### config.mk
export PLATFORM = sky130hd
export DESIGN_NAME = melody_sequencer
export DESIGN_NICKNAME = d
export VERILOG_FILES = /design/src/rtl/melody_pkg.sv /design/src/rtl/melody_rom.sv /design/src/rtl/melody_sequencer.sv
export SDC_FILE = /design/constraint.sdc
export NUM_CORES = 1
export LEC_CHECK = 0
export ABC_AREA = 1
export ABC_CLOCK_PERIOD_IN_PS = 4900
export CAP_MARGIN = 10
export CORE_MARGIN = 2
export CORE_UTILIZATION = 57
export DETAILED_ROUTE_END_ITERATION = 12
export PLACE_DENSITY = 0.77
export SETUP_SLACK_MARGIN = 0.3
export SYNTH_ARGS = -nofsm -noshare
export SYNTH_HDL_FRONTEND = slang
export SYNTH_SLANG_ARGS = --single-unit
### constraint.sdc
create_clock -name clk -period 4.9 [get_ports clk]
set_input_delay 0.49 -clock clk [delete_from_list [all_inputs] [get_ports clk]]
set_output_delay 0.49 -clock clk [all_outputs]
set_load 0.03 [all_outputs]
### src/rtl/melody_pkg.sv
// Shared types, constants and song ROM contents for the melody sequencer.
package melody_pkg;

  typedef enum logic [2:0] {
    ST_IDLE,
    ST_LOAD,
    ST_PLAY,
    ST_GAP,
    ST_DONE
  } state_e;

  localparam logic [3:0] NOTE_REST = 4'd0;
  localparam logic [3:0] NOTE_END  = 4'd15;

  localparam logic [1:0] OCT_NORM = 2'b00;
  localparam logic [1:0] OCT_UP   = 2'b01;
  localparam logic [1:0] OCT_DOWN = 2'b10;

  localparam int unsigned NOTE_W = 4;
  localparam int unsigned OCT_W  = 2;
  localparam int unsigned DUR_W  = 3;

  typedef struct packed {
    logic [NOTE_W-1:0] note;
    logic [OCT_W-1:0]  oct;
    logic [DUR_W-1:0]  dur;
  } entry_t;

  localparam entry_t TEST_SONG [4] = '{
    '{note: 4'd1,     oct: OCT_NORM, dur: 3'd0},
    '{note: 4'd5,     oct: OCT_UP,   dur: 3'd1},
    '{note: NOTE_REST, oct: OCT_NORM, dur: 3'd0},
    '{note: NOTE_END, oct: OCT_NORM, dur: 3'd0}
  };

  // Song 0 is the short test song, song 1 fills every slot with no END,
  // song 2 mixes rests/long notes, anything else ends immediately.
  function automatic entry_t song_entry(input int unsigned song, input int unsigned idx);
    entry_t e;
    e = '{note: NOTE_END, oct: OCT_NORM, dur: 3'd0};
    case (song)
      0: if (idx < 4) e = TEST_SONG[2'(idx)];
      1: e = '{note: 4'(idx % 7 + 1), oct: 2'(idx % 4), dur: 3'(idx % 3)};
      2: begin
        case (idx)
          0: e = '{note: 4'd9,  oct: OCT_UP,   dur: 3'd0};
          1: e = '{note: 4'd3,  oct: OCT_DOWN, dur: 3'd7};
          2: e = '{note: 4'd14, oct: 2'b11,    dur: 3'd0};
          3: e = '{note: 4'd7,  oct: 2'b11,    dur: 3'd1};
          default: ;
        endcase
      end
      default: ;
    endcase
    return e;
  endfunction

endpackage

### src/rtl/melody_rom.sv
// Synchronous song ROM, one-cycle read latency, addressed by {song, index}.
module melody_rom
  import melody_pkg::*;
#(
  parameter int unsigned NUM_SONGS  = 4,
  parameter int unsigned SONG_DEPTH = 32
) (
  input  logic                                     clk,
  input  logic [$clog2(NUM_SONGS*SONG_DEPTH)-1:0]  addr,
  output entry_t                                   data
);

  localparam int unsigned AW = $clog2(NUM_SONGS * SONG_DEPTH);
  localparam int unsigned IW = $clog2(SONG_DEPTH);

  always_ff @(posedge clk) begin
    data <= song_entry(32'(addr[AW-1:IW]), 32'(addr[IW-1:0]));
  end

endmodule

### src/rtl/melody_sequencer.sv
// Steps through a song ROM, driving note/octave for each entry's duration
// followed by a silent articulation gap; start/stop/loop control.
module melody_sequencer
  import melody_pkg::*;
#(
  parameter int unsigned TICKS_PER_BEAT = 25_000_000,
  parameter int unsigned GAP_TICKS      = 2_500_000,
  parameter int unsigned SONG_DEPTH     = 32,
  parameter int unsigned NUM_SONGS      = 4
) (
  input  logic                          clk,
  input  logic                          rst,
  input  logic                          start,
  input  logic                          stop,
  input  logic                          loop,
  input  logic [$clog2(NUM_SONGS)-1:0]  song_sel,
  output logic [3:0]                    note,
  output logic                          octave_up,
  output logic                          octave_down,
  output logic                          playing,
  output logic                          done,
  output logic [$clog2(SONG_DEPTH)-1:0] index
);

  localparam int unsigned SW = $clog2(NUM_SONGS);
  localparam int unsigned IW = $clog2(SONG_DEPTH);
  localparam int unsigned DW = $clog2(8 * TICKS_PER_BEAT);
  localparam int unsigned GW = (GAP_TICKS > 1) ? $clog2(GAP_TICKS) : 1;

  state_e         state_q, state_d;
  logic [SW-1:0]  song_q, song_d;
  logic [IW-1:0]  idx_q, idx_d;
  logic [DW-1:0]  dur_q, dur_d;
  logic [GW-1:0]  gap_q, gap_d;
  logic           advance;
  entry_t         rom_data;
  logic           is_tone;

  logic [3:0]     note_d;
  logic           up_d, down_d, playing_d, done_d;

  // Address is taken from next-state values so the entry is valid during LOAD.
  melody_rom #(
    .NUM_SONGS  (NUM_SONGS),
    .SONG_DEPTH (SONG_DEPTH)
  ) u_rom (
    .clk  (clk),
    .addr ({song_d, idx_d}),
    .data (rom_data)
  );

  always_ff @(posedge clk) begin
    if (rst) begin
      state_q     <= ST_IDLE;
      song_q      <= '0;
      idx_q       <= '0;
      dur_q       <= '0;
      gap_q       <= '0;
      note        <= '0;
      octave_up   <= 1'b0;
      octave_down <= 1'b0;
      playing     <= 1'b0;
      done        <= 1'b0;
    end else begin
      state_q     <= state_d;
      song_q      <= song_d;
      idx_q       <= idx_d;
      dur_q       <= dur_d;
      gap_q       <= gap_d;
      note        <= note_d;
      octave_up   <= up_d;
      octave_down <= down_d;
      playing     <= playing_d;
      done        <= done_d;
    end
  end

  assign index = idx_q;

  always_comb begin
    state_d = state_q;
    song_d  = song_q;
    idx_d   = idx_q;
    dur_d   = dur_q;
    gap_d   = gap_q;
    advance = 1'b0;
    case (state_q)
      ST_IDLE: begin
        if (start && !stop) begin
          state_d = ST_LOAD;
          song_d  = song_sel;
          idx_d   = '0;
        end
      end
      ST_LOAD: begin
        if (rom_data.note == NOTE_END) begin
          if (loop) idx_d = '0;
          else      state_d = ST_DONE;
        end else begin
          state_d = ST_PLAY;
          dur_d   = DW'((32'(rom_data.dur) + 32'd1) * TICKS_PER_BEAT - 32'd1);
        end
      end
      ST_PLAY: begin
        if (dur_q == '0) begin
          if (GAP_TICKS == 0) begin
            advance = 1'b1;
          end else begin
            state_d = ST_GAP;
            gap_d   = GW'(GAP_TICKS - 1);
          end
        end else begin
          dur_d = dur_q - 1'b1;
        end
      end
      ST_GAP: begin
        if (gap_q == '0) advance = 1'b1;
        else             gap_d = gap_q - 1'b1;
      end
      ST_DONE: state_d = ST_IDLE;
      default: state_d = ST_IDLE;
    endcase

    // Running off the last slot behaves exactly like reading END.
    if (advance) begin
      if (idx_q == IW'(SONG_DEPTH - 1)) begin
        if (loop) begin
          state_d = ST_LOAD;
          idx_d   = '0;
        end else begin
          state_d = ST_DONE;
        end
      end else begin
        state_d = ST_LOAD;
        idx_d   = idx_q + 1'b1;
      end
    end

    if (stop && state_q != ST_IDLE) state_d = ST_IDLE;
    if (state_d == ST_IDLE) idx_d = '0;
  end

  assign is_tone = (rom_data.note != NOTE_REST) && (rom_data.note < 4'd8);

  // Outputs are computed for the upcoming state and registered.
  always_comb begin
    note_d    = '0;
    up_d      = 1'b0;
    down_d    = 1'b0;
    playing_d = 1'b0;
    done_d    = 1'b0;
    case (state_d)
      ST_LOAD, ST_GAP: playing_d = 1'b1;
      ST_PLAY: begin
        playing_d = 1'b1;
        if (state_q == ST_LOAD) begin
          note_d = is_tone ? rom_data.note : NOTE_REST;
          up_d   = is_tone && (rom_data.oct == OCT_UP);
          down_d = is_tone && (rom_data.oct == OCT_DOWN);
        end else begin
          note_d = note;
          up_d   = octave_up;
          down_d = octave_down;
        end
      end
      ST_DONE: done_d = 1'b1;
      default: ;
    endcase
  end

endmodule

Word-level counts from Yosys, hierarchy flattened --
Index checks and enable logic that the tools add are counted.
Word-level totals: register bits 77, input port bits 7, output and inout bits 13, word-level logic and storage cells 103
Cells by class: $add $sub $neg 6, multiply operators 1, divide/modulo/power cells 2, magnitude comparators 3, eq/ne operators 20, multiplexer cells 36, bitwise operators 2, reduce and logical (&&, ||, !) cells 20
Operator list (number):
- 28-bit 2-to-1 mux | 2
- 28-bit one-hot mux with 2 select lines | 1
- 28-bit by 1-bit subtractor with 28-bit output, second input constant | 2
- 22-bit 2-to-1 mux | 2
- 22-bit one-hot mux with 2 select lines | 1
- 9-bit one-hot mux with 4 select lines | 1
- 5-bit 2-to-1 mux | 7
- 5-bit by 2-bit remainder unit with 32-bit output, second input constant | 1
- 5-bit by 3-bit remainder unit with 32-bit output, second input constant | 1
- 28-bit logical NOT | 1
- 9-bit 2-to-1 mux | 3
- 9-bit one-hot mux with 3 select lines | 1
- 3-bit 2-to-1 mux | 8
- 22-bit logical NOT | 1
- 4-bit by 19-bit multiplier with 22-bit output, second input constant | 1
- 22-bit by 1-bit subtractor with 22-bit output, second input constant | 1
- 9-bit binary-select mux with 2-bit select | 1
- 3-bit by 2-bit == test with 1-bit output, second input constant | 4
- 3-bit one-hot mux with 4 select lines | 1
- 5-bit by 2-bit == test with 1-bit output, second input constant | 2
- 5-bit one-hot mux with 2 select lines | 1
- 2-bit != test, second input constant | 4
- 3-bit by 1-bit == test with 1-bit output, second input constant | 2
- 3-bit logical NOT | 2
- other kinds (27) | 39

Logic depth before layout (Yosys ltp) --
word-level depth 14, gate-level depth with buffers 36

Cells and area by module --
From an unflattened synthesis, not the netlist that was laid out.
Second synthesis, totals: cell total of the unflattened synthesis 1088, area, all modules 6855.3 µm²
Modules (own cells, without submodules):
- melody_sequencer | times used 1, cells each 883, area each 5547.8 µm², sequential area each 1361.3 µm²
- melody_rom | times used 1, cells each 205, area each 1307.5 µm², sequential area each 180.2 µm²

Least setup slack after synthesis --
OpenSTA, ideal clock, no wires.
kind register to register, from reg u_rom.data[0] in the netlist's numbering, to reg dur_q[27], setup time 0.056 ns, arrival time 4.697 ns, setup slack 0.147 ns, cell stages (with the launch flop) 24, path buffers 1, clock period less this slack 4.753 ns, path through dfxtp_1 -> clkbuf_1 -> inv_1 -> ha_1 -> inv_1 -> fa_1 -> fa_1 -> ha_1 -> nand2_1 -> o21ai_0 -> nand2_1 -> nand2_1 -> a21oi_1 -> o21ai_0 -> nand3_1 -> nand2_1 -> a21oi_1 -> nor2_1 -> nor2_1 -> xor2_1 -> or2_2 -> nand3_1 -> nand2_1 -> inv_1
Between the ends: cells in the longest elaborated chain, start to end 5
Ends and longest elaborated chain:
- start, declared | line melody_rom.sv:10 | output entry_t data
- start signal, assigned | line melody_rom.sv:17 | data <= song_entry(32'(addr[AW-1:IW]), 32'(addr[IW-1:0]));
- 3-bit by 1-bit adder with 4-bit output | line melody_sequencer.sv:101 | dur_d = DW'((32'(rom_data.dur) + 32'd1) * TICKS_PER_BEAT - 32'd1);
- 4-bit by 19-bit multiplier with 22-bit output | line melody_sequencer.sv:101
- 28-bit by 1-bit subtractor with 28-bit output | line melody_sequencer.sv:101
- 28-bit 2-to-1 mux | line melody_sequencer.sv:96 | if (rom_data.note == NOTE_END) begin
- 28-bit one-hot mux with 2 select lines | line melody_sequencer.sv:87 | case (state_q)
- end signal, assigned | line melody_sequencer.sv:68 | dur_q <= dur_d;
- end, declared | line melody_sequencer.sv:33 | logic [DW-1:0] dur_q, dur_d;
Every way passes these cells. The select of a mux whose other input is x is not followed. A chain may end at the register's enable or synchronous reset.

Worst setup path in the final report --
from reg u_rom.data[2] in the netlist's numbering, to reg dur_q[27]
The elaborated chain is that of the path after synthesis.

==> impl_metrics.tcl <==
set metrics [dict create \
    outcome "finished, final reports clean" \
    synth_edf_count 0 \
    finalCriticalPeriod_ps 4312 \
    postSynthCellCount 883 \
    clk_latency_ps 360 \
    wl_per_cell_um 13.47 \
    root_buffer "clkbuf_8" \
    antenna_found_initial 0 \
    port-buffer-count 19 \
    synthFlopType "dfxtp_1" \
    post-dp-hpwl_um 10890 \
    combPwrFrac_pct 28.3 \
    yosysMostFrequentCell "nand2_1" \
    synth_top_family_by_area "simple AND/OR/NAND/NOR gates" \
    switching_share_pct 35.86 \
    synthTopCellsByArea "dfxtp_1 (26%), nand2_1 (9.4%), inv_1 (8.3%)" \
    synthXorXnorAreaFrac_pct 4.550 \
    pwr_density_cell_mw_per_mm2 245.6 \
    overflow 0 \
    cts.sinks 77 \
    yosys_warnings 0 \
    wirelength_um 14270 \
    ios 20 \
    clock_path_buffers 2 \
    grtUsageTotal_pct 25.53 \
    synth_top_cell_by_area "dfxtp_1" \
    path_class "register to register" \
    rsz0062_at_grt "true" \
    via_count 5859 \
    htree_levels 3 \
    min-delay-path-class "register to register" \
    fp.dieW_um 106.3 \
    nNetsFinal 969 \
    gp_congestion 0.9338 \
    maxCapViolCount 0 \
    drc_errors 0 \
    layout-drive-gt1-share_pct 12.13 \
    p_sw_uw 587.6 \
    clk_pin_slew_ps 80 \
    worstSetupStartpointType "register" \
    async_flop_share_pct 0 \
    ff2ff_path_depth 17 \
    finalCritPeriodShare_pct 88.00 \
    slew_headroom_pct 45.19 \
    drt_iter0_drc 443 \
    peakVddDrop_mv 0.1446 \
    synth.distinct_cells 51 \
    maxSlewViolCount 0 \
    grt_max_degree 27 \
    synth_top_area_share_pct 25.83 \
    tightest_slew_ps 819.6 \
    via_per_inst 5.533 \
    clock_power_share_pct 27.7 \
    dieHeight_um 106.3 \
    syn_nets 934 \
    seqPwrFrac_pct 44.0 \
    drt_pass1_iterations 4 \
    cts_buffers 9 \
    row_count 37 \
    postRouteAntennaNets 0 \
    dp.cells 1036 \
    coreArea_mm2 0.01023 \
    tritoncts "yes" \
    diodes 0 \
    synthAdderAreaFrac_pct 10.23 \
    hold_viol 0 \
    power.total_mw 1.639 \
    crit_required_ps 5210 \
    synth_compound_area_share_pct 16.67 \
    end_kind "register" \
    critPathMaxFanout 5 \
    dieArea_mm2 0.01130 \
    start_util_pct 58.32 \
    grt_pass1_vias 5498 \
    hold_depth 2 \
    ys_seq_area_share_pct 25.83 \
    maxClockFrequency_mhz 231.9 \
    p_leak_nw 3.097 \
    setup_viol 0 \
    grt_pass1_wl_um 23800 \
    synthTopCellsByCount "nand2_1 (149), inv_1 (132), nor2_1 (111)" \
    instances_no_fill 1059 \
    ys_ff_latch 77 \
    syn_avg_cell_area_um2 6.758 \
    syn_area_mm2 0.005967 \
    p_int_mw 1.051 \
    areaGrowthSynthToFinish_pct 11.83 \
    synthSimpleGateAreaFrac_pct 32.90 \
    worstPathArrival_ps 4630 \
    fin_tns_setup_ps 0 \
    clock_skew_ps 9.195 \
    synth_mux_area_share_pct 0 \
]
## logic make-up after synthesis
kind of cell / after synthesis
fa+ha+maj: 44
xor+xnor: 31
flops: 77
buf+inv: 156
simple gates: 405
compound gates: 170
## metrics by stage
step	util, %	setup slack [ps]	hold WS [ps]	cell area (um^2)
finish	65.22	587.9	469.8	6673
global placement	62.10	269.5	451.6	6354
floorplan	-	317.3	431.5	5968
detailed placement	62.10	43.91	454.0	6354
CTS	64.03	304.2	466.7	6551
global route	65.22	273.0	476.0	6673
## path summary, 6_finish.rpt
kind / to / slack (ps) / startpoint
max: dur_q[27] / 590 / u_rom.data[2]
min: note[3] / 470 / note[3]
max reg2reg: dur_q[27] / 590 / u_rom.data[2]
min reg2reg: note[3] / 470 / note[3]
## power by group through the flow
stage / clock network [mW] / logic (mW) / registers, mW
CTS: 0.463 / 0.446 / 0.720
global placement: 0 / 0.430 / 0.731
finish: 0.454 / 0.463 / 0.721
detailed placement: 0 / 0.441 / 0.734
global route: 0.488 / 0.524 / 0.729
floorplan: 0 / 0.356 / 0.725
## state kept, by name, summed over array words and instances (netlist names)
name         flops
gap_q           22
octave_down      1
u_rom.data       9
index            5
octave_up        1
playing          1
song_q           2
done             1
note             4
dur_q           28
state_q          3
## cell usage in the layout, fill, tap and decap left out, drive strengths merged, types with 2 or more instances in the layout
cell,instances
ha,36
o211ai,2
nand4,16
dfxtp,77
clkbuf,11
o21a,5
xnor2,11
a22oi,2
o21ai,64
a31oi,18
o221ai,3
fa,8
a21oi,55
clkdlybuf4s50,19
o31ai,3
buf,16
nand3b,2
clkinv,5
nand2,165
nor3,22
a311oi,2
inv,144
o21bai,3
xor2,20
a2111oi,2
nand3,62
nor2,123
o2111ai,2
a211oi,6
or2,8
nor4,3
## routing by layer
layer / part of all wire (%) / GRT usage [%]
met5: 0 / 0
met4: 1.5 / 9.774
met3: 3.8 / 3.863
met2: 50 / 44.14
met1: 45 / 31.96
## area by class of cell
type | instances | area [um^2]
sequential | 77 | 1543
clock buffer | 11 | 151.4
timing repair buffer | 35 | 317.8
tap | 136 | 170.2
inverter | 145 | 544.3
fill | 895 | 3558
multi-input combinational | 650 | 3911
clock inverter | 5 | 35.03
## critical path, cell delays in order (launching register included)
cell,delay (ps)
dfxtp_1,460
nand3_1,250
inv_1,230
fa_1,490
fa_1,590
inv_1,90
ha_1,280
nand3_1,60
and2_1,210
o21ai_0,220
xor2_1,310
nand3_1,180
nor4_1,310
nand3_1,120
or2_2,280
nand3_1,70
nand2_1,50
inv_1,40
## timing repair
action | in CTS | in global routing
endpoints found under the setup margin | 4 | 8
resized for setup | 3 | 18
pin swaps | 0 | 6
hold buffers | 0 | 0
buffers inserted | 0 | 7
(Power assumes the default switching activity.)
